File: src/rtl/timer_irq_dev.sv
// Memory-mapped countdown timer with one-shot / auto-reload modes and a maskable interrupt line.
// Register window: CTRL (idx 0), PRESET (idx 1), COUNT (idx 2, read-only), reserved (idx 3).
module timer_irq_dev #(
    parameter logic [31:0] BASE_ADDR = 32'h0000_7F00
) (
    input  logic        clk,
    input  logic        reset,
    input  logic [31:0] Addr,
    input  logic        We,
    input  logic [31:0] WD,
    output logic [31:0] RD,
    output logic        IRQ
);

    typedef enum logic [1:0] {
        StIdle,
        StLoad,
        StCnt,
        StInt
    } state_e;

    state_e      r_state;
    state_e      w_state_next;
    logic [3:0]  r_ctrl;
    logic [31:0] r_preset;
    logic [31:0] r_count;
    logic [31:0] w_count_next;
    logic        r_irq_flag;

    logic        w_sel;
    logic        w_wr_ctrl;
    logic        w_wr_preset;
    logic        w_en;
    logic        w_auto;
    logic        w_en_clr;
    logic        w_irq_set;
    logic        w_unused_addr;

    assign w_sel         = (Addr[31:4] == BASE_ADDR[31:4]);
    assign w_wr_ctrl     = We && w_sel && (Addr[3:2] == 2'd0);
    assign w_wr_preset   = We && w_sel && (Addr[3:2] == 2'd1);
    assign w_unused_addr = ^Addr[1:0];

    assign w_en   = r_ctrl[0];
    // MODE 1x behaves as one-shot, so only 01 selects auto-reload.
    assign w_auto = (r_ctrl[2:1] == 2'b01);

    always_comb begin
        w_state_next = r_state;
        w_count_next = r_count;
        w_en_clr     = 1'b0;
        w_irq_set    = 1'b0;
        case (r_state)
            StIdle: begin
                if (w_en) w_state_next = StLoad;
            end
            StLoad: begin
                // A disable that lands here aborts before loading so the count stays frozen.
                if (w_en) begin
                    w_count_next = r_preset;
                    w_state_next = StCnt;
                end else begin
                    w_state_next = StIdle;
                end
            end
            StCnt: begin
                if (!w_en) begin
                    w_state_next = StIdle;
                end else if (r_count > 32'd1) begin
                    w_count_next = r_count - 32'd1;
                end else begin
                    w_count_next = '0;
                    w_state_next = StInt;
                end
            end
            StInt: begin
                w_irq_set = 1'b1;
                if (w_auto && w_en) begin
                    w_state_next = StLoad;
                end else begin
                    w_state_next = StIdle;
                    w_en_clr     = !w_auto;
                end
            end
            default: w_state_next = StIdle;
        endcase
    end

    always_ff @(posedge clk) begin
        if (!reset) begin
            r_state    <= StIdle;
            r_ctrl     <= '0;
            r_preset   <= '0;
            r_count    <= '0;
            r_irq_flag <= 1'b0;
        end else begin
            r_state <= w_state_next;
            r_count <= w_count_next;

            // A bus write to CTRL overrides the one-shot EN clear.
            if (w_wr_ctrl) begin
                r_ctrl <= WD[3:0];
            end else if (w_en_clr) begin
                r_ctrl[0] <= 1'b0;
            end

            if (w_wr_preset) r_preset <= WD;

            // Setting has priority so an expiry coinciding with a register write is not lost.
            if (w_irq_set) begin
                r_irq_flag <= 1'b1;
            end else if (w_wr_ctrl || w_wr_preset || w_auto) begin
                r_irq_flag <= 1'b0;
            end
        end
    end

    always_comb begin
        RD = '0;
        case (Addr[3:2])
            2'd0:    RD = {28'd0, r_ctrl};
            2'd1:    RD = r_preset;
            2'd2:    RD = r_count;
            default: RD = '0;
        endcase
    end

    assign IRQ = r_irq_flag & r_ctrl[3];

endmodule
File: config.mk
export PLATFORM = sky130hd
export DESIGN_NAME = timer_irq_dev
export DESIGN_NICKNAME = d
export VERILOG_FILES = /design/src/rtl/timer_irq_dev.sv
export SDC_FILE = /design/constraint.sdc
export NUM_CORES = 1
export LEC_CHECK = 0
export CAP_MARGIN = 25
export CORE_MARGIN = 2
export CORE_UTILIZATION = 51
export DETAILED_ROUTE_END_ITERATION = 10
export PLACE_DENSITY = 0.91
export SLEW_MARGIN = 25
export SYNTH_ARGS = -nofsm -noshare
export SYNTH_HDL_FRONTEND = slang
export SYNTH_SLANG_ARGS = --single-unit
File: constraint.sdc
create_clock -name clk -period 5.81 [get_ports clk]
set_clock_uncertainty 0.05 [all_clocks]
set_input_delay 1.162 -clock clk [delete_from_list [all_inputs] [get_ports clk]]
set_output_delay 1.162 -clock clk [all_outputs]
set_load 0.01 [all_outputs]
After elaboration in Yosys (flattened, before gate mapping)
Index checks and enable logic that the tools add are counted.

Flip-flop bits (word level): 71. Bits in latches: 0. Bits in writable memories: 0. ROM bits: 0. Output and inout bits: 33. Logic and storage cells: 52. Memories kept: 0.

Add/subtract/negate cells: 1. $mul: 0. Div/mod/pow operators: 0. Magnitude comparators: 1. Eq/ne operators: 11. Shift-type cells: 0. Muxes and demuxes: 18. Bitwise logic cells: 1. Reduce and logical (&&, ||, !) cells: 14.

Operators by type and width (number): $mux W32 (3); $pmux W32 S3 (1); $pmux W32 S2 (1); $gt A32 B1 Y1 const B (1); $sub A32 B1 Y32 const B (1); $eq A28 B11 Y1 const B (1); $mux W1 (8); $mux W2 (4); $pmux W2 S4 (1); $eq A2 B1 Y1 const B (3); $eq A2 B2 Y1 const B (3); $ne A2 B2 Y1 const B (3); $reduce_bool A2 Y1 (3); $logic_and A1 B1 Y1 (4); $logic_not A2 Y1 (2); $ne A3 B3 Y1 const B (1); $reduce_and A3 Y1 (1); $logic_or A1 B1 Y1 (2); $reduce_and A2 Y1 (1); $and A1 B1 Y1 (1); $logic_not A1 Y1 (1).

Depth between registers and ports, before layout
Gate-level depths: netlist of the first run.

Depth after elaboration: 7. Mapped depth: 9. Mapped depth without buffers: 7.

Least setup slack after synthesis of the first run
OpenSTA, ideal clock, no wires.

Path type: input -> output. From: input port Addr[3]. To: output port RD[10]. Arrival time: 2424 ps. Required time: 4598 ps. Path slack: 2174 ps. Stages on the path: 5. Cells stage by stage: clkbuf_1 > nor2b_1 > clkbuf_1 > buf_1 > a22o_1.

Word-level cells in the longest chain between the ends: 2.

Ends and longest elaborated chain: start: declaration (line 8) `input logic [31:0] Addr,`; $eq A2 B2 Y1 (tied with other cells) (line 120) `case (Addr[3:2])`; $pmux W32 S3 (*) (line 120); end: declaration (line 11) `output logic [31:0] RD,`.

Mark *: on every way between the ends. The rest lies on a longest branch, timed or not.

Worst setup path after layout of the first run
From: input port Addr[2]. To: output port RD[19].

Same word-level chain as after synthesis.

==> results of run 1 <==
## cells in the mapped netlist, types with 4 or more instances
cell,n
dfxtp_1,71
nor2_1,46
nand2_1,45
mux2i_1,40
clkbuf_1,36
a22o_1,32
a21oi_1,18
nand3_1,16
o21ai_0,16
nor4_1,14
a31oi_1,10
or4_1,10
nor3_1,9
or3_1,9
nor2b_1,7
o31ai_1,7
a32o_1,6
o21ai_1,6
a22oi_1,5
nor4b_1,5
o31a_1,5
and3_1,4
buf_2,4
nand4_1,4
o21a_1,4
o2bb2ai_1,4
## power by group through the flow
stage                     clock network, uW  logic (uW)  registers [uW]
final                                   358        66.6             486
after global routing                    382        70.8             486
after CTS                               357        66.2             486
after detailed placement                  0        66.3             498
after global placement                    0        64.9             498
after floorplan                           0        16.3             498
## worst max-delay path: stages
cell,delay [ns]
clkdlybuf4s50_1,0.64
nor2b_2,0.53
buf_4,0.37
a22o_1,0.20
clkdlybuf4s50_1,0.54
## kinds of logic after synthesis
kind of cell	Yosys count	share of synthesized area, %
flip-flops	71	34.23
adder cells (fa/ha/maj)	2	0.6025
AND/OR/NAND/NOR	192	24.89
AO/OA/AOI/OAI	136	24.53
multiplexers	41	9.913
XOR/XNOR	1	0.2109
buffers and inverters	52	5.634
## stage by stage
stage,worst slack [ns],instances
6_report,1.146,670
5_1_grt,1.041,670
3_5_place_dp,1.186,654
4_1_cts,1.187,670
3_3_place_gp,1.223,654
2_1_floorplan,2.174,495
## final cells by class
class / count / area, sq um / share of cell area, %
clock inverter: 7 / 50.05 / 0.9483
sequential: 71 / 1421 / 26.93
clock buffer: 9 / 123.9 / 2.347
inverter: 4 / 15.01 / 0.2845
tap: 102 / 127.6 / 2.418
multi-input combinational: 372 / 2509 / 47.53
timing repair buffer: 105 / 1031 / 19.54
## cell usage in the layout (no fill, tap or decap), types with 5 or more instances in the layout
cell | netlist | final
nor2_1 | 46 | 46
a22oi_1 | 5 | 5
o21ai_1 | 6 | 6
a21oi_1 | 18 | 18
buf_4 | 3 | 8
nor4_1 | 14 | 14
a31oi_1 | 10 | 10
or3_1 | 9 | 9
nand3_1 | 16 | 16
o21ai_0 | 16 | 16
a22o_1 | 32 | 32
o31a_1 | 5 | 5
or4_1 | 10 | 10
o31ai_1 | 7 | 7
nor3_1 | 9 | 9
clkdlybuf4s50_1 | 0 | 97
mux2i_1 | 40 | 40
nor2b_1 | 7 | 5
clkbuf_8 | 0 | 9
nand2_1 | 45 | 45
a32o_1 | 6 | 6
dfxtp_1 | 71 | 71
## metal layers
metal  global-route usage, %  vias up  part of all wire [%]
met5                       0        -                     0
met4                   12.44        0                   2.2
met3                   4.334       32                   9.1
met2                   47.26      283                    49
met1                   36.26     2010                    40
li1                        -     2023                     -
## worst paths after layout
path              cells past startpoint  slack [ns]           to         start
setup / recovery                      5        1.15       RD[19]       Addr[2]
hold / removal                        2        0.46  r_count[29]  r_preset[29]
setup reg to reg                      5        2.57   r_count[2]    r_count[8]
hold reg to reg                       2        0.46  r_count[29]  r_preset[29]
## state kept, by name (all words and copies together), names as in the netlist
| signal | flops |
|---|---|
| r_ctrl | 4 |
| r_preset | 32 |
| r_irq_flag | 1 |
| r_state | 2 |
| r_count | 32 |
==> reports/metrics.yaml, run 1 <==
clocking:
  cts_tree: "done"
  ctsResizeCount: 0
  numCtsBuffers: 9
  cts_sinks: 71
  ctsHoldBuffers: 0
  clock_path_buffers: 2
  cts_setup_buffers: 0
  htreeDepth: 3
  root_buffer: "clkbuf_8"
  clkTransAtPathRegs_ns: 0.07
  clk_latency_ns: 0.36
routing:
  dr.first_iter.drc_count: 386
  wl_per_cell_microns: 18.40
  drt-vias-per-instance: 6.490
  drc: 0
  totalWireLength_microns: 12330
  detail-route-antenna-nets: 0
  firstDrtPassIters: 5
  vias: 4348
cells_and_area:
  areaGrowthSynthToFinish_pct: 27.09
  final_cell_area_sq_um: 5278
  fill_cells: 640
  fin_util_pct: 67.60
  nets: 632
  diodes: 0
  drive_above_1_share_pct: 6.690
power_and_ir_drop:
  combinationalPowerShare_pct: 7.3
  p_int_uw: 682.4
  leakagePower_uw: 0.001919
  p_clk_share_pct: 39.3
  power_frac_seq_pct: 53.4
  peakVddDrop_uv: 134.2
  switching_share_pct: 25.03
  finalPower_uw: 910.3
  power_density_nw_per_um2: 172.5
  switchingPower_uw: 227.8
synthesis:
  synth_seq_cells: 71
  synth.distinct_cells: 65
  yosysSeqAreaShare_pct: 34.23
  syn-cell-area_sq_um: 4153
  synthCells: 495
  yosysTopAreaCell: "dfxtp_1"
  ys_warn_count: 0
  ys_top_cells_by_area: "dfxtp_1 34%, mux2i_1 9.6%, a22o_1 6.7%"
  syn-num-nets: 564
  netlist.area_leader.share_pct: 34.23
  syn_avg_cell_area_sq_um: 8.389
  synth-async-reset-ratio_pct: 0
  ys.flop_type: "dfxtp_1"
  synth_edf_count: 0
global_routing:
  grt_util_all_layers_pct: 28.38
  grt_pass1_wl_microns: 20140
  overflow: 0
  grt_pass1_vias: 4185
  grt_max_degree: 52
  antenna_found_initial: 0
timing:
  max_freq_mhz: 214.4
  maxSlewViolCount: 0
  tightestPinTransition_ns: 0.9580
  whs_ns: 0.4560
  setup_tns_ns: 0
  setup_viol: 0
  finalCriticalPeriod_ns: 4.664
  finalHoldViolCount: 0
  relSlewSlack_pct: 36.13
  rsz0062_at_grt: "false"
  final_min_period_over_clock_period_pct: 80.28
floorplan:
  initial_core_util_pct: 53.19
  die-area_sq_um: 8880
  rows: 32
  die_w_microns: 94.24
  num_io_pins: 100
  die_h_microns: 94.24
  core_sq_um: 7807
placed_design:
  dp_hpwl_microns: 8431
  numPortBuffers: 97
  place_congestion: 0.8992
  dpl_cell_area_sq_um: 5104
critical_path:
  crit_arrival_ns: 3.45
  cp_max_fo: 21
  worstSetupPathType: "primary input to output port"
  worstSetupEndpointType: "output port"
  required_ns: 4.60
  cp-start-kind: "primary input"
flow_run:
  cap_violations: 0
run_status:
  status: "complete, no violations"
min_path:
  min_path_type: "flop to flop"
Power figures use the tool's default switching activity.
==> run 2, diff against run 1 <==
--- a/config.mk
+++ b/config.mk
@@ -7,9 +7,9 @@
 export LEC_CHECK = 0
 export CAP_MARGIN = 25
 export CORE_MARGIN = 2
-export CORE_UTILIZATION = 51
+export CORE_UTILIZATION = 50
 export DETAILED_ROUTE_END_ITERATION = 10
-export PLACE_DENSITY = 0.91
+export PLACE_DENSITY = 0.89
 export SLEW_MARGIN = 25
 export SYNTH_ARGS = -nofsm -noshare
 export SYNTH_HDL_FRONTEND = slang
==> constraint.sdc (replaced) <==
create_clock -name clk -period 4.6 [get_ports clk]
set_clock_uncertainty 0.05 [all_clocks]
set_input_delay 0.92 -clock clk [delete_from_list [all_inputs] [get_ports clk]]
set_output_delay 0.92 -clock clk [all_outputs]
set_load 0.01 [all_outputs]
==> run 2 against run 1 <==
Sequential share of layout area decreased by 0.52 points. Worst setup slack worse by 0.30 ns. Final cell count rose by 0.90%. Sequential power rose by 26%. Worst hold slack better by 0.013 ns. Non-clock buffer count up 4. Critical path depth stayed put. Critical endpoint unchanged.
==> reports/metrics.yaml, run 2 (synthesis gave the netlist of run 1 again) <==
power_and_ir_drop:
  leakagePower_uw: 0.001976  # was 0.001919 uW
  p_int_uw: 1042  # was 682.4 uW
  switchingPower_uw: 277.6  # was 227.8 uW
  switching_share_pct: 21.04  # was 25.03%
  power_density_nw_per_um2: 245.1  # was 172.5 nW/um^2
  power_frac_seq_pct: 46.5  # was 53.4%
  combinationalPowerShare_pct: 6.5  # was 7.3%
  p_clk_share_pct: 46.9  # was 39.3%
  peakVddDrop_uv: 156.1  # was 134.2 uV
clocking:
  htreeDepth: 3  # unchanged
  clkTransAtPathRegs_ns: 0.07  # about the same
  root_buffer: "clkbuf_8"  # unchanged
  ctsHoldBuffers: 0  # unchanged
  cts_sinks: 71  # unchanged
  cts_setup_buffers: 0  # unchanged
  ctsResizeCount: 0  # unchanged
  numCtsBuffers: 9  # unchanged
  clock_path_buffers: 2  # unchanged
  cts_tree: "done"  # unchanged
  clk_latency_ns: 0.36  # about the same
timing:
  finalCriticalPeriod_ns: 3.759
  tightestPinTransition_ns: 0.9998  # was 0.9580 ns
  final_min_period_over_clock_period_pct: 81.71
  setup_viol: 0  # unchanged
  maxSlewViolCount: 0  # unchanged
  relSlewSlack_pct: 33.34  # was 36.13%
  rsz0062_at_grt: "false"  # unchanged
  max_freq_mhz: 266.1
  setup_tns_ns: 0  # unchanged
  finalHoldViolCount: 0  # unchanged
  whs_ns: 0.4685  # was 0.4560 ns
placed_design:
  dpl_cell_area_sq_um: 5137  # was 5104 sq um
  place_congestion: 0.9140  # was 0.8992
  dp_hpwl_microns: 8237  # was 8431 microns
  numPortBuffers: 97  # unchanged
  dp_cells: 661  # was 654
cells_and_area:
  layout_common_cells: "97 x clkdlybuf4s50_1, 71 x dfxtp_1, 46 x nor2_1"  # unchanged
  fill_cells: 674  # was 640
  drive_above_1_share_pct: 7.180  # was 6.690%
  top_regs: "r_count (32), r_preset (32), r_ctrl (4)"  # unchanged
  final_cell_area_sq_um: 5381  # was 5278 sq um
  diodes: 0  # unchanged
  layout_commonest_cell: "clkdlybuf4s50_1"  # unchanged
  areaGrowthSynthToFinish_pct: 29.59  # was 27.09%
  nets: 636  # was 632
  instances_no_fill: 676  # was 670
critical_path:
  reg2reg_from: "r_count[8]"  # unchanged
  crit_arrival_ns: 2.79  # was 3.45 ns
  worstSetupPathType: "primary input to output port"  # unchanged
  r2r-end: "r_count[2]"  # unchanged
  worst-r2r-setup-slack_ns: 1.35  # was 2.57 ns
  required_ns: 3.63  # was 4.60 ns
  cp_max_fo: 17  # was 21
  worstSetupEndpointType: "output port"  # unchanged
  cp-start-kind: "primary input"  # unchanged
  worst_r2r_path_depth: 5  # unchanged
routing:
  drc: 0  # unchanged
  detail-route-antenna-nets: 0  # unchanged
  drt-vias-per-instance: 6.430  # was 6.490
  dr.first_iter.drc_count: 438  # was 386
  vias: 4347  # was 4348
  totalWireLength_microns: 12270  # was 12330 microns
  wl_per_cell_microns: 18.15  # was 18.40 microns
  firstDrtPassIters: 5  # unchanged
min_path:
  hold_end: "r_count[29]"  # unchanged
  hold_depth: 2  # unchanged
  hp-start: "r_preset[29]"  # unchanged
  min_path_type: "flop to flop"  # unchanged
floorplan:
  num_io_pins: 100  # unchanged
  die_h_microns: 95.14  # was 94.24 microns
  core_sq_um: 8134  # was 7807 sq um
  initial_core_util_pct: 51.05  # was 53.19%
  rows: 33  # was 32
  die_w_microns: 95.14  # was 94.24 microns
  die-area_sq_um: 9051  # was 8880 sq um
run_status:
  status: "complete, no violations"  # unchanged
flow_run:
  cap_violations: 0  # unchanged
global_routing:
  overflow: 0  # unchanged
  grt_max_degree: 52  # unchanged
  grt_pass1_vias: 4120  # was 4185
  antenna_found_initial: 0  # unchanged
  grt_util_all_layers_pct: 28.10  # was 28.38%
  grt_pass1_wl_microns: 20040  # was 20140 microns
-- run 2: cell count changes in the layout (fill, tap and decap cells not counted) --
cell | before | now
clkinv_4 | 2 | 1
buf_4 | 8 | 12
bufinv_16 | 0 | 3
clkinv_2 | 2 | 0
clkbuf_8 | 9 | 10
clkinvlp_4 | 3 | 1
-- run 2: power by group through the flow --
| stage | Sequential [uW] | Clock [uW] | Combinational (uW) |
|---|---|---|---|
| 2_1_floorplan | 628 | 0 | 20.6 |
| 3_3_place_gp | 628 | 0 | 84.0 |
| 3_5_place_dp | 628 | 0 | 86.0 |
| 4_1_cts | 614 | 621 | 86.4 |
| 5_1_grt | 614 | 655 | 91.2 |
| 6_report | 614 | 619 | 86.2 |
-- run 2: routing by layer --
layer	share of wire, %	up-vias	wire (microns)	global-route usage [%]
met5	0	-	0	0
met4	2.3	0	284	12.20
met3	10	31	1247	4.190
met2	47	265	5813	46.65
met1	40	2027	4921	36.19
li1	-	2024	-	-
-- run 2: stage by stage --
stage	total power (uW)	util (%)	worst slack, ns
after global routing	1360	66.16	0.7933
after CTS	1321	66.16	0.8485
after global placement	712.5	63.16	0.8978
after floorplan	649.0	-	1.448
final	1319	66.16	0.8414
after detailed placement	714.4	63.16	0.8528
-- run 2: worst max path at each step --
stage             from           end  slack, ns
5_1_grt        Addr[2]         RD[2]       0.79
3_3_place_gp   Addr[2]        RD[19]       0.90
6_report       Addr[2]        RD[19]       0.84
4_1_cts        Addr[2]        RD[19]       0.85
2_1_floorplan  Addr[3]        RD[10]       1.45
3_5_place_dp   Addr[5]  r_preset[24]       0.85
-- run 2: final cells by class --
class / instances / area [sq um] / area share, %
Clock buffer: 10 / 137.6 / 2.558
Sequential cell: 71 / 1421 / 26.41
Multi-Input combinational cell: 372 / 2509 / 46.62
Inverter: 4 / 15.01 / 0.2790
Clock inverter: 5 / 106.4 / 1.976
Timing Repair Buffer: 109 / 1061 / 19.72
Tap cell: 105 / 131.4 / 2.441
-- run 2: critical path, stage by stage --
cell and delay (ns):
clkdlybuf4s50_1 0.65, nor2b_2 0.22, buf_4 0.25, a22o_1 0.20, clkdlybuf4s50_1 0.54
==> run 3, diff against run 2 <==
==> constraint.sdc (replaced) <==
create_clock -name clk -period 3.7 [get_ports clk]
set_clock_uncertainty 0.05 [all_clocks]
set_input_delay 0.74 -clock clk [delete_from_list [all_inputs] [get_ports clk]]
set_output_delay 0.74 -clock clk [all_outputs]
set_load 0.01 [all_outputs]
==> run 3 against run 2 <==
Combinational power up 28%. Utilization is 0.94 points higher. Largest power group unchanged. Critical endpoint is now RD[1]. Via count is 1.0% higher. Total power up 28%.
==> reports/metrics.yaml, run 3 (synthesis gave the netlist of run 1 again) <==
global_routing:
  grt_pass1_wl_microns: 20130  # was 20040 microns
  grt_pass1_vias: 4190  # was 4120
  antenna_found_initial: 0  # unchanged
  grt_util_all_layers_pct: 28.24  # was 28.10%
  overflow: 0  # unchanged
  grt_max_degree: 52  # unchanged
cells_and_area:
  layout_common_cells: "97 x clkdlybuf4s50_1, 71 x dfxtp_1, 46 x nor2_1"  # unchanged
  drive_above_1_share_pct: 7.986  # was 7.180%
  layout_commonest_cell: "clkdlybuf4s50_1"  # unchanged
  nets: 641  # was 636
  areaGrowthSynthToFinish_pct: 31.43  # was 29.59%
  diodes: 0  # unchanged
  fill_cells: 653  # was 674
  top_regs: "r_count (32), r_preset (32), r_ctrl (4)"  # unchanged
clocking:
  numCtsBuffers: 9  # unchanged
  clk_latency_ns: 0.36  # about the same
  clock_path_buffers: 2  # unchanged
  cts_setup_buffers: 0  # unchanged
  cts_tree: "done"  # unchanged
  ctsHoldBuffers: 0  # unchanged
  htreeDepth: 3  # unchanged
  root_buffer: "clkbuf_8"  # unchanged
  cts_sinks: 71  # unchanged
  clkTransAtPathRegs_ns: 0.07  # about the same
  ctsResizeCount: 0  # unchanged
routing:
  drt-vias-per-instance: 6.449  # was 6.430
  wl_per_cell_microns: 18.37  # was 18.15 microns
  detail-route-antenna-nets: 0  # unchanged
  vias: 4392  # was 4347
  dr.first_iter.drc_count: 457  # was 438
  drc: 0  # unchanged
  totalWireLength_microns: 12510  # was 12270 microns
  firstDrtPassIters: 8  # was 5
floorplan:
  die_w_microns: 95.14  # unchanged
  num_io_pins: 100  # unchanged
  initial_core_util_pct: 51.05  # unchanged
  rows: 33  # unchanged
  die_h_microns: 95.14  # unchanged
  die-area_sq_um: 9051  # unchanged
  core_sq_um: 8134  # unchanged
placed_design:
  numPortBuffers: 97  # unchanged
  dp_hpwl_microns: 8530  # was 8237 microns
  dp_slack_ns: 0.2554  # was 0.8528 ns
  place_congestion: 0.9131  # was 0.9140
timing:
  final_min_period_over_clock_period_pct: 93.37
  finalCriticalPeriod_ns: 3.455
  setup_viol: 0  # unchanged
  setup_ws_ns: 0.2452  # was 0.8414 ns
  rsz0062_at_grt: "false"  # unchanged
  max_freq_mhz: 289.5
  setup_tns_ns: 0  # unchanged
  maxSlewViolCount: 0  # unchanged
  tightestPinTransition_ns: 0.8163  # was 0.9998 ns
  relSlewSlack_pct: 45.58  # was 33.34%
  finalHoldViolCount: 0  # unchanged
critical_path:
  path_cells: "clkdlybuf4s50_1, nor2b_2, buf_4, nand2_1, o21ai_0, clkdlybuf4s50_1"  # was clkdlybuf4s50_1, nor2b_2, buf_4, a22o_1, clkdlybuf4s50_1
  reg2reg_from: "r_count[24]"  # was r_count[8]
  slowest_delay_ns: 0.67  # was 0.65 ns
  cp-start-kind: "primary input"  # unchanged
  worstSetupEndpointType: "output port"  # unchanged
  required_ns: 2.91  # was 3.63 ns
  crit_arrival_ns: 2.66  # was 2.79 ns
  worstSetupPathType: "primary input to output port"  # unchanged
  crit_family: "buffers and inverters"  # unchanged
  crit_buf_inv: 3  # unchanged
  critPathLaunch: "Addr[2]"  # unchanged
  cp_max_fo: 15  # was 17
  cpMaxStageDelayCell: "clkdlybuf4s50_1"  # unchanged
  crit_top_cell: "clkdlybuf4s50_1"  # unchanged
run_status:
  status: "complete, no violations"  # unchanged
flow_run:
  cap_violations: 0  # unchanged
power_and_ir_drop:
  p_int_uw: 1345  # was 1042 uW
  peakVddDrop_uv: 324.9  # was 156.1 uV
  power_density_nw_per_um2: 310.3  # was 245.1 nW/um^2
  switching_share_pct: 20.58  # was 21.04%
  power_frac_seq_pct: 45.1  # was 46.5%
  switchingPower_uw: 348.5  # was 277.6 uW
  p_clk_share_pct: 48.4  # was 46.9%
  combinationalPowerShare_pct: 6.5  # about the same
  leakagePower_uw: 0.002018  # was 0.001976 uW
min_path:
  hp-start: "r_preset[29]"  # unchanged
  min_path_type: "flop to flop"  # unchanged
==> run 3: final timing paths <==
check           endpoint  slack (ns)  cells past startpoint
max                RD[1]        0.25                      6
min          r_count[29]        0.47                      2
max reg2reg   r_count[5]        0.84                      5
min reg2reg  r_count[29]        0.47                      2
==> run 3: layout make-up <==
cell class	instances	area (sq um)	share of cell area, %
clock buffers	9	123.9	2.270
clock inverters	6	133.9	2.453
inverters	4	15.01	0.2751
multi-input cells	372	2509	45.97
flip-flops and latches	71	1421	26.04
well taps	105	131.4	2.407
repair buffers	114	1124	20.59
==> run 3: worst reg2reg max path, cell delays in order, from the launching register on <==
cell     delay (ns)
dfxtp_1        0.39
or4_4          0.60
or4_4          0.50
o31ai_4        0.71
o21ai_0        0.21
a32o_1         0.29
==> run 3: power groups by stage <==
stage          Clock [uW]  Combinational (uW)  Sequential (uW)
5_1_grt               852                 115              763
3_5_place_dp            0                 109              781
6_report              820                 110              763
4_1_cts               819                 110              763
3_3_place_gp            0                 106              781
2_1_floorplan           0                25.6              781
==> run 3: layer usage <==
metal / up-vias / track usage [%] / part of all wire [%]
li1: 2030 / - / -
met1: 2104 / 34.93 / 41
met2: 232 / 49.18 / 50
met3: 26 / 3.715 / 7.3
met4: 0 / 11.84 / 1.9
met5: - / 0 / 0
==> run 3: per-stage QoR <==
step / hold WS [ns] / instance area [sq um] / utilization, % / std cells / power [uW]
2_1_floorplan: 0.4157 / 4153 / - / 495 / 806.9
3_3_place_gp: 0.4390 / 5200 / 63.93 / 666 / 887.7
3_5_place_dp: 0.4542 / 5200 / 63.93 / 666 / 890.5
4_1_cts: 0.4643 / 5458 / 67.10 / 681 / 1692
5_1_grt: 0.4790 / 5458 / 67.10 / 681 / 1730
6_report: 0.4676 / 5458 / 67.10 / 681 / 1693
